<file path="src/rtl/his_acq_sequencer_pkg.sv">
// Shared definitions for the histogram acquisition sequencer: default
// geometry, FSM state encoding and a counter-width helper.
package his_acq_sequencer_pkg;

    localparam int unsigned DEF_DATA_NUM  = 2;
    localparam int unsigned DEF_PIXEL_NUM = 200;
    localparam int unsigned DEF_ACQ_NUM   = 33333;
    localparam int unsigned DEF_ADDR_W    = 8;

    typedef enum logic [2:0] {
        StIdle   = 3'd0,
        StClear  = 3'd1,
        StCount  = 3'd2,
        StPixAdv = 3'd3,
        StAcqAdv = 3'd4,
        StSwap   = 3'd5,
        StWaitRd = 3'd6
    } his_state_e;

    // Width of a counter holding 0..n-1; never below one bit.
    function automatic int unsigned cnt_w(input int unsigned n);
        return (n > 1) ? $clog2(n) : 1;
    endfunction

endpackage

</file>
<file path="src/rtl/his_bank_clear.sv">
// Bank clear sweep: on a start pulse, emits one clear write per cycle for
// every bin address 0..2**ADDR_W-1 and flags the final address with done.
module his_bank_clear #(
    parameter int unsigned ADDR_W = 8
) (
    input  logic              clk,
    input  logic              res,
    input  logic              start,
    output logic              clr_en,
    output logic [ADDR_W-1:0] clr_addr,
    output logic              done
);

    logic              active_q;
    logic [ADDR_W-1:0] addr_q;
    logic              last;

    assign last = (addr_q == {ADDR_W{1'b1}});

    // Sweep register: arm on start, step once per cycle, drop after last bin.
    always_ff @(posedge clk or negedge res) begin
        if (!res) begin
            active_q <= 1'b0;
            addr_q   <= '0;
        end else if (start) begin
            active_q <= 1'b1;
            addr_q   <= '0;
        end else if (active_q) begin
            active_q <= !last;
            addr_q   <= last ? '0 : addr_q + 1'b1;
        end
    end

    assign clr_en   = active_q;
    assign clr_addr = addr_q;
    assign done     = active_q & last;

endmodule

</file>
<file path="src/rtl/his_acq_sequencer.sv">
// Frame-level controller for the ping-pong histogram banks: clears the bank
// being built, accepts TDC timestamps, counts data/pixel/acquisition slots,
// swaps banks at frame end and hands the finished bank to readout.
module his_acq_sequencer
    import his_acq_sequencer_pkg::*;
#(
    parameter int unsigned DATA_NUM  = DEF_DATA_NUM,
    parameter int unsigned PIXEL_NUM = DEF_PIXEL_NUM,
    parameter int unsigned ACQ_NUM   = DEF_ACQ_NUM,
    parameter int unsigned ADDR_W    = DEF_ADDR_W
) (
    input  logic              clk,
    input  logic              res,
    input  logic              run,
    input  logic              tdc_valid,
    output logic              tdc_ready,
    output logic              wr_en,
    output logic              clr_en,
    output logic [ADDR_W-1:0] clr_addr,
    output logic              bank_sel,
    output logic [7:0]        pixel_idx,
    output logic              frame_done,
    output logic              rd_req,
    input  logic              rd_ack,
    output logic              busy
);

    localparam int unsigned IN_W  = cnt_w(DATA_NUM);
    localparam int unsigned ACQ_W = cnt_w(ACQ_NUM);

    localparam logic [IN_W-1:0]  IN_LAST  = IN_W'(DATA_NUM - 1);
    localparam logic [7:0]       PIX_LAST = 8'(PIXEL_NUM - 1);
    localparam logic [ACQ_W-1:0] ACQ_LAST = ACQ_W'(ACQ_NUM - 1);

    his_state_e       state_q, state_d;
    logic [IN_W-1:0]  in_cnt_q;
    logic [7:0]       pix_q;
    logic [ACQ_W-1:0] acq_q;
    logic             bank_q;
    logic             rd_req_q;
    logic             wr_en_q;

    logic hs;
    logic in_last;
    logic pix_last;
    logic acq_last;
    logic swap_fire;
    logic clr_start;
    logic clr_done;

    assign hs       = tdc_valid & tdc_ready;
    assign in_last  = (in_cnt_q == IN_LAST);
    assign pix_last = (pix_q == PIX_LAST);
    assign acq_last = (acq_q == ACQ_LAST);

    // A pending readout blocks the swap unless it is acknowledged this same cycle.
    assign swap_fire = ((state_q == StSwap) && (!rd_req_q || rd_ack)) ||
                       ((state_q == StWaitRd) && rd_ack);

    // Kick the sweep on every entry into CLEAR (from IDLE or straight after a swap).
    assign clr_start = (state_d == StClear) && (state_q != StClear);

    his_bank_clear #(
        .ADDR_W (ADDR_W)
    ) u_bank_clear (
        .clk      (clk),
        .res      (res),
        .start    (clr_start),
        .clr_en   (clr_en),
        .clr_addr (clr_addr),
        .done     (clr_done)
    );

    // State register.
    always_ff @(posedge clk or negedge res) begin
        if (!res) begin
            state_q <= StIdle;
        end else begin
            state_q <= state_d;
        end
    end

    // Next-state logic.
    always_comb begin
        state_d = state_q;
        case (state_q)
            StIdle:   if (run) state_d = StClear;
            StClear:  if (clr_done) state_d = StCount;
            StCount:  if (hs && in_last) state_d = StPixAdv;
            StPixAdv: state_d = pix_last ? StAcqAdv : StCount;
            StAcqAdv: state_d = acq_last ? StSwap : StCount;
            StSwap, StWaitRd: begin
                if (swap_fire) begin
                    state_d = run ? StClear : StIdle;
                end else begin
                    state_d = StWaitRd;
                end
            end
            default:  state_d = StIdle;
        endcase
    end

    // State-decoded outputs.
    always_comb begin
        tdc_ready  = (state_q == StCount);
        frame_done = swap_fire;
        busy       = (state_q != StIdle);
    end

    // Slot counters: data per pixel, pixel per acquisition, acquisition per frame.
    always_ff @(posedge clk or negedge res) begin
        if (!res) begin
            in_cnt_q <= '0;
            pix_q    <= '0;
            acq_q    <= '0;
        end else begin
            if (hs) begin
                in_cnt_q <= in_last ? '0 : in_cnt_q + 1'b1;
            end
            if (state_q == StPixAdv) begin
                pix_q <= pix_last ? '0 : pix_q + 1'b1;
            end
            if (state_q == StAcqAdv) begin
                acq_q <= acq_last ? '0 : acq_q + 1'b1;
            end
        end
    end

    // Bank select, readout request and the one-cycle-late increment strobe.
    always_ff @(posedge clk or negedge res) begin
        if (!res) begin
            bank_q   <= 1'b0;
            rd_req_q <= 1'b0;
            wr_en_q  <= 1'b0;
        end else begin
            wr_en_q <= hs;
            if (swap_fire) begin
                bank_q   <= ~bank_q;
                rd_req_q <= 1'b1;
            end else if (rd_ack) begin
                rd_req_q <= 1'b0;
            end
        end
    end

    assign wr_en     = wr_en_q;
    assign bank_sel  = bank_q;
    assign rd_req    = rd_req_q;
    assign pixel_idx = pix_q;

endmodule

</file>
<file path="config.mk">
export PLATFORM = sky130hd
export DESIGN_NAME = his_acq_sequencer
export DESIGN_NICKNAME = d
export VERILOG_FILES = /design/src/rtl/his_acq_sequencer_pkg.sv /design/src/rtl/his_bank_clear.sv /design/src/rtl/his_acq_sequencer.sv
export SDC_FILE = /design/constraint.sdc
export NUM_CORES = 1
export LEC_CHECK = 0
export ABC_AREA = 1
export BUFFER_PORTS_ARGS = -buffer_cell sky130_fd_sc_hd__buf_2
export CORE_ASPECT_RATIO = 2
export CORE_MARGIN = 8
export CORE_UTILIZATION = 40
export DETAILED_ROUTE_END_ITERATION = 16
export GPL_TIMING_DRIVEN = 1
export SETUP_SLACK_MARGIN = 0.15
export SYNTH_ARGS = -nofsm -noshare
export SYNTH_HDL_FRONTEND = slang
export SYNTH_SLANG_ARGS = --single-unit
</file>
<file path="constraint.sdc">
create_clock -name clk -period 1.6 [get_ports clk]
set_input_delay 0.16 -clock clk [delete_from_list [all_inputs] [get_ports clk]]
set_output_delay 0.16 -clock clk [all_outputs]
set_load 0.1 [all_outputs]
</file>
Word-level counts from Yosys, hierarchy flattened
Index checks and enable logic that the tools add are counted.
Operators by class
  reduce and logical (&&, ||, !) cells: 13
  add/sub/neg operators: 4
  equal/unequal tests: 11
  bitwise logic cells: 3
  muxes and demuxes: 18
Operators with widths (count)
  $mux W8: 4
  $mux W3: 6
  $pmux W3 S6: 1
  $add A16 B1 Y16 const B: 1
  $add A8 B1 Y8 const B: 2
  $eq A16 B16 Y1 const B: 1
  $eq A8 B8 Y1 const B: 2
  $mux W16: 1
  $eq A3 B3 Y1 const B: 3
  $eq A3 B1 Y1 const B: 2
  $eq A3 B2 Y1 const B: 2
  $mux W1: 6
  $logic_and A1 B1 Y1: 4
  $reduce_bool A2 Y1: 2
  $logic_not A3 Y1: 1
  $ne A3 B1 Y1 const B: 1
  $reduce_bool A3 Y1: 1
  $and A1 B1 Y1: 2
  $logic_not A1 Y1: 2
  $logic_or A1 B1 Y1: 2
  $reduce_or A2 Y1: 1
  $add A1 B1 Y1 const B: 1
  $not A1 Y1: 1
Word-level totals
  output and inout bits: 23
  register bits: 40

Depth between registers and ports, before layout
Gate-level depths: netlist of the first run.
  depth in word-level cells: 9
  mapped depth: 8

By module
Synthesis of the first run repeated with hierarchy kept, for this count alone.
Unflattened totals
  cells, all modules: 326
  area, all modules: 2422.3 sq um
By module, submodules not included
  his_acq_sequencer: sequential area each 775.7 sq um, cells each 256, area each 1884.3 sq um, times used 1
  his_bank_clear: sequential area each 225.2 sq um, cells each 70, area each 538.0 sq um, times used 1

Worst setup path before layout of the first run
Ideal clock, no wire load.
  path type: reg2reg
  from: reg rd_req_q (netlist: rd_req)
  to: reg u_bank_clear.addr_q[5] (netlist: u_bank_clear.clr_addr[5])
  setup slack: -0.516 ns
  setup time: 0.074 ns
  period minus slack after synthesis: 2.116 ns
  arrival time: 2.042 ns
  data required time: 1.526 ns
  cell stages (with the launch flop): 7
  cells stage by stage: dfrtp_1 nand2_1 nand3_1 nand2_2 o21ai_4 inv_2 a21oi_2
On the way
  cells in the longest elaborated chain, start to end: 9
Ends and longest elaborated chain
  from (decl): line his_acq_sequencer.sv:40  | logic rd_req_q;
  from (signal assigned): line his_acq_sequencer.sv:133  | rd_req_q <= 1'b0;
  from (signal assigned): line his_acq_sequencer.sv:139  | rd_req_q <= 1'b1;
  from (signal assigned): line his_acq_sequencer.sv:141  | rd_req_q <= 1'b0;
  $logic_not A1 Y1 *: line his_acq_sequencer.sv:57  | assign swap_fire = ((state_q == StSwap) && (!rd_req_q || rd_ack)) ||
  $logic_or A1 B1 Y1 *: line his_acq_sequencer.sv:57
  $logic_and A1 B1 Y1 *: line his_acq_sequencer.sv:57
  $logic_or A1 B1 Y1 *: line his_acq_sequencer.sv:57
  net frame_done: line his_acq_sequencer.sv:22  | output logic frame_done,
  $mux W3 *: line his_acq_sequencer.sv:93  | if (swap_fire) begin
  $pmux W3 S6 *: line his_acq_sequencer.sv:86  | case (state_q)
  $eq A3 B1 Y1 *: line his_acq_sequencer.sv:61  | assign clr_start = (state_d == StClear) && (state_q != StClear);
  $logic_and A1 B1 Y1 *: line his_acq_sequencer.sv:61
  $mux W8 or $reduce_bool A2 Y1 (tied branches)
  to (signal assigned): line his_bank_clear.sv:30  | addr_q <= last ? '0 : addr_q + 1'b1;
  to (decl): line his_bank_clear.sv:15  | logic [ADDR_W-1:0] addr_q;
The timed path passes the listed nets; every way through them passes the cells marked *.
A chain may end at the register's enable or synchronous reset.

Final worst setup path of the first run
  from: reg state_q[0]
  to: out frame_done
On the way
  cells in the longest elaborated chain, start to end: 3
Ends and longest elaborated chain
  from (decl): line his_acq_sequencer.sv:35  | his_state_e state_q, state_d;
  from (signal assigned): line his_acq_sequencer.sv:77  | state_q <= StIdle;
  from (signal assigned): line his_acq_sequencer.sv:79  | state_q <= state_d;
  $eq A3 B3 Y1 (on tied branches): line his_acq_sequencer.sv:57, his_acq_sequencer.sv:58
  $logic_and A1 B1 Y1 (on tied branches): line his_acq_sequencer.sv:57, his_acq_sequencer.sv:58
  $logic_or A1 B1 Y1 *: line his_acq_sequencer.sv:57
  to (decl): line his_acq_sequencer.sv:22
Mark *: on every way between the ends. The rest lies on a longest branch, timed or not.

==> results.yml, run 1 <==
place:
  gp_congestion: 0.824
  io_buffers: 27
  placed_area_sq_um: 2730
  hpwlAfterDp_um: 4490
clock_tree:
  root_buffer: "clkbuf_16"
  clock_latency_ns: 0.29
  cts_inserted_buffers: 5
  cts_buffer_depth: 2
  clkTransAtPathRegs_ns: 0.06
  htreeDepth: 2
  cts_tree: "built"
  clock-sinks: 40
final_layout:
  drive_gt1_frac: 0.306
  antenna_cells: 0
  final_nets: 377
  final_cell_area_sq_um: 3090
  syn_to_final_growth_pct: 30.5
  fillers: 538
floorplan:
  ios: 28
  coreArea_sq_um: 5710
  die_h_um: 125
  dieArea_sq_um: 8780
  die_w_um: 70.4
  start_util: 0.415
  rows: 39
synthesis:
  syn_nets: 325
  yosys.area.top_type: "dfrtp_1"
  synth_top_cells_by_count: "nand2_1 (76), nor2_1 (45), inv_1 (44)"
  ys.flop_type: "dfrtp_1"
  synth.top_cell.area_share: 0.423
  synth_seq_area_share: 0.423
  ys_warn_count: 0
  ys_ff_latch: 40
  netlist_area_sq_um: 2370
  synth_edf_count: 0
  synthArstFlopShare: 1.00
  ys_top_cells_by_area: "dfrtp_1 (42%), nand2_1 (12%), nor2_1 (7.1%)"
  syn_avg_cell_area_sq_um: 7.49
  synth_most_common_cell: "nand2_1"
  synth_cell_types: 32
  syn_inst: 316
global_routing:
  grt_antenna_before_repair: 0
  overflow: 0
  gr-usage-all-layers: 0.138
  grt_start_max_net_pins: 22
  grt_pass1_wl_um: 9930
  grt_pass1_vias: 2137
sta:
  tightest_slew_ns: 0.527
  max_freq_mhz: 667
  setup_tns_ns: 0
  slew_headroom: 0.648
  drv_slew: 0
  skew_ns: 0.00380
  rsz0062_at_grt: "yes"
  finalCritPeriodShare: 0.937
  finalSetupViolations: 0
  final.min_clock_period_ns: 1.50
  hold_viol: 0
run_status:
  status: "finished clean"
worst_hold_path:
  hold_depth: 3
  holdPathEnd: "wr_en"
  hold_class: "in2reg"
  hp-start: "tdc_valid"
worst_setup_path:
  worstPathMaxFanout: 4
  critical-path-slowest-cell: "dfrtp_2"
  cp_top_family: "flip-flops"
  crit_path_end_kind: "output port"
  crit_buf_inv: 2
  critPathArrivalTime_ns: 1.34
  r2r_start: "state_q[1]"
  ff2ff_setup_slack_ns: 0.14
  crit_chain: "inv_2 > nand4_1 > nand2_8 > buf_12"
  worst-endpoint-required_ns: 1.44
  rr_endpoint: "u_bank_clear.clr_addr[0]"
  start_kind: "register"
  rr_worst_depth: 7
  path_depth: 4
  crit_type: "reg2out"
  max_stage_delay_ns: 0.44
route:
  antenna_left: 0
  wirelength_um: 5940
  drc: 0
  drtPass1Iterations: 5
  first_iter_violations: 88
  wl_per_cell_um: 13.8
  vias_per_cell: 5.06
  vias: 2175
run:
  drv_cap: 0
power:
  power.density_nw_per_um2: 1110
  p_leak_nw: 1.56
  ir_drop_uv: 1420
==> layout make-up <==
type	count	area (sq um)	area share
multi-input cells	226	1270	0.410
flip-flops and latches	40	1040	0.338
repair buffers	48	344	0.111
inverters	47	191	0.0619
clock buffers	5	125	0.0405
well taps	61	76.3	0.0247
clock inverters	3	42.5	0.0138
==> power breakdown <==
group          leakage [nW]  total (mW)  internal [mW]  switching (mW)
sequential            0.507        1.24           1.12           0.118
clock                0.0798        1.15          0.732           0.413
combinational         0.975        1.03          0.219           0.812
==> worst max-delay path by stage <==
stage,endpoint,from
detailed placement,state_q[1],pixel_idx[1]
CTS,frame_done,state_q[0]
global placement,u_bank_clear.clr_addr[7],state_q[2]
floorplan,state_q[1],pixel_idx[1]
finish,frame_done,state_q[0]
global route,frame_done,state_q[0]
==> per-stage QoR <==
| step | hold WS [ns] | total power [mW] | setup WS, ns | utilization | cells |
|---|---|---|---|---|---|
| CTS | 0.105 | 3.42 | 0.0726 | 0.521 | 423 |
| floorplan | -0.136 | 2.04 | 0.0195 | - | 316 |
| global route | 0.126 | 3.54 | 0.0540 | 0.541 | 430 |
| finish | 0.109 | 3.42 | 0.100 | 0.541 | 430 |
| detailed placement | 0.166 | 2.25 | 0.148 | 0.478 | 406 |
| global placement | 0.166 | 2.24 | 0.152 | 0.478 | 406 |
==> per-layer routing <==
layer	vias up	wire, um	part of all wire	global-route usage
li1	1111	-	-	-
met1	1021	2220	0.37	0.135
met2	34	3470	0.58	0.264
met3	9	131	0.022	0.0255
met4	0	124	0.021	0.0607
met5	-	0	0	0
==> cells in the final DEF (no fill, tap or decap), drive strengths merged <==
master       instances
a21o                 2
a21oi               10
a31oi                1
buf                 47
bufinv               1
clkbuf               5
clkinv               2
clkinvlp             1
dfrtp               40
dlygate4sd3          1
ha                   4
inv                 46
nand2               80
nand3               34
nand3b               1
nand4               12
nor2                49
nor3                 8
o21a                 1
o21ai               12
o21bai               1
xnor2                1
xor2                10
==> sequential cells by signal, summed over array words and instances (netlist names) <==
signal and flops:
state_q 3, u_bank_clear.clr_en 1, wr_en 1, acq_q 16, pixel_idx 8, in_cnt_q 1
u_bank_clear.clr_addr 8, rd_req 1, bank_sel 1
==> cell families (layout without fill, tap and decap cells) <==
group,after synthesis,after routing,share of synthesized area
adder cells (fa/ha/maj),4,4,0.0211
AO/OA/AOI/OAI,27,27,0.0714
buffers and inverters,50,103,0.0856
flip-flops,40,40,0.423
AND/OR/NAND/NOR,184,184,0.358
XOR/XNOR,11,11,0.0407
==> timing repair <==
item / in CTS / in global routing
resized for setup: 6 / 21
pin swaps: 4 / 7
buffers inserted: 8 / 7
hold endpoints to repair: 19 / 0
hold buffers: 1 / 0
setup endpoints to repair: 5 / 26
==> worst register-to-register path, cell delays in order (launching register included) <==
cell and delay, ns:
dfrtp_2 0.46, nand4_1 0.23, nand2_8 0.07, buf_4 0.16, o21ai_4 0.23, buf_6 0.14
nand3_1 0.05, inv_1 0.05
(Power assumes the default switching activity.)
==> inputs of run 2 (changes only) <==
--- a/config.mk
+++ b/config.mk
@@ -12,7 +12,9 @@
 export CORE_UTILIZATION = 40
 export DETAILED_ROUTE_END_ITERATION = 16
 export GPL_TIMING_DRIVEN = 1
+export REMOVE_ABC_BUFFERS = 1
 export SETUP_SLACK_MARGIN = 0.15
 export SYNTH_ARGS = -nofsm -noshare
 export SYNTH_HDL_FRONTEND = slang
 export SYNTH_SLANG_ARGS = --single-unit
+export TNS_END_PERCENT = 50
==> results.yml, run 2 (synthesis gave the netlist of run 1 again) <==
floorplan:
  ios: 28
  die_w_um: 70.4
  die_h_um: 125
  rows: 39
  dieArea_sq_um: 8780
  coreArea_sq_um: 5710
  start_util: 0.415
clock_tree:
  cts_tree: "built"
  cts_inserted_buffers: 5
  htreeDepth: 2
  clkTransAtPathRegs_ns: 0.06
  root_buffer: "clkbuf_16"
  cts_buffer_depth: 2
  clock_latency_ns: 0.29
  clock-sinks: 40
global_routing:
  gr-usage-all-layers: 0.138
  grt_pass1_wl_um: 9940
  grt_antenna_before_repair: 0
  grt_start_max_net_pins: 26
  grt_pass1_vias: 2212
  overflow: 0
worst_setup_path:
  rr_worst_depth: 7
  crit_path_end_kind: "output port"
  critPathArrivalTime_ns: 1.28
  ff2ff_setup_slack_ns: 0.19
  r2r_start: "state_q[0]"
  worstPathMaxFanout: 3
  rr_endpoint: "state_q[0]"
  crit_type: "reg2out"
  cp-startpoint: "state_q[0]"
  worst-endpoint-required_ns: 1.44
  start_kind: "register"
final_layout:
  fillers: 543
  drive_gt1_frac: 0.235
  largest_register_ffs: 16
  final_cell_mix: "nand2_1 (76), nor2_1 (40), inv_1 (39)"
  largest_register: "acq_q"
  final_nets: 374
  layout_commonest_cell: "nand2_1"
  syn_to_final_growth_pct: 24.6
  antenna_cells: 0
sta:
  fin_ws_ns: 0.163
  rsz0062_at_grt: "yes"
  finalSetupViolations: 0
  finalCritPeriodShare: 0.898
  hold_viol: 0
  whs_ns: 0.121
  drv_slew: 0
  skew_ns: 0.00709
  max_freq_mhz: 696
  setup_tns_ns: 0
  final.min_clock_period_ns: 1.44
  tightest_slew_ns: 0.500
  slew_headroom: 0.669
place:
  dp_slack_ns: 0.116
  gp_congestion: 0.838
  io_buffers: 27
  hpwlAfterDp_um: 4440
power:
  p_int_mw: 1.91
  netSwitchingPower_mw: 1.31
  sequentialPowerShare: 0.370
  p_leak_nw: 1.54
  power_mw: 3.22
  switching_share: 0.406
  clock_power_share: 0.323
  ir_drop_uv: 1070
  share_comb_of_total_power: 0.307
  power.density_nw_per_um2: 1090
route:
  drtPass1Iterations: 4
  vias_per_cell: 5.10
  drc: 0
  first_iter_violations: 139
  wl_per_cell_um: 13.8
  vias: 2176
  antenna_left: 0
  wirelength_um: 5910
run:
  drv_cap: 0
run_status:
  status: "finished clean"
worst_hold_path:
  hold_depth: 3
  holdPathEnd: "wr_en"
  hp-start: "tdc_valid"
  hold_class: "in2reg"
-- run 2: power groups by stage --
stage                     clock [mW]  sequential (mW)  combinational, mW
final                           1.04             1.19              0.987
after CTS                       1.06             1.19              0.974
after global placement             0             1.20              0.958
after global routing            1.09             1.20               1.05
after detailed placement           0             1.20              0.963
after floorplan                    0             1.73              0.249
-- run 2: worst max-delay path, stage by stage, from the launching register on --
cell,delay (ns)
dfrtp_1,0.43
nor2_4,0.18
inv_2,0.06
nor2_4,0.11
inv_2,0.05
buf_12,0.16
-- run 2: what timing repair did --
| action | 4_1_cts | 5_1_grt |
|---|---|---|
| gates resized for setup | 6 | 18 |
| pin swaps | 2 | 9 |
| hold buffers | 1 | 0 |
| setup endpoints to repair | 7 | 30 |
| cloned | 0 | 0 |
| hold endpoints to repair | 15 | 0 |
| setup buffers | 5 | 7 |
-- run 2: layout make-up --
class	count	area (sq um)	share of cell area
clock buffers	6	139	0.0471
clock inverters	2	15.0	0.00509
inverters	47	191	0.0649
multi-input cells	226	1190	0.403
flip-flops and latches	40	1000	0.341
well taps	61	76.3	0.0259
repair buffers	45	334	0.113
-- run 2: worst max path at each step --
stage                                     to  slack, ns  depth (start not counted)
finish                                  busy       0.16                          5
global route                            busy       0.11                          5
CTS                                     busy       0.12                          5
detailed placement                state_q[2]       0.12                          7
global placement                pixel_idx[6]       0.15                          6
floorplan           u_bank_clear.clr_addr[5]      -0.52                          6
-- run 2: metal layers --
metal / vias to the layer above / global-route usage / part of all wire
met5: - / 0 / 0
met4: 0 / 0.0869 / 0.047
met3: 20 / 0.0263 / 0.022
met2: 36 / 0.259 / 0.56
met1: 1016 / 0.129 / 0.37
li1: 1104 / - / -
-- run 2: metrics by stage --
| stage | utilization | instance area [sq um] | cells |
|---|---|---|---|
| final | 0.517 | 2950 | 427 |
| after CTS | 0.499 | 2850 | 420 |
| after global routing | 0.517 | 2950 | 427 |
| after global placement | 0.462 | 2640 | 406 |
| after floorplan | - | 2350 | 313 |
| after detailed placement | 0.462 | 2640 | 406 |
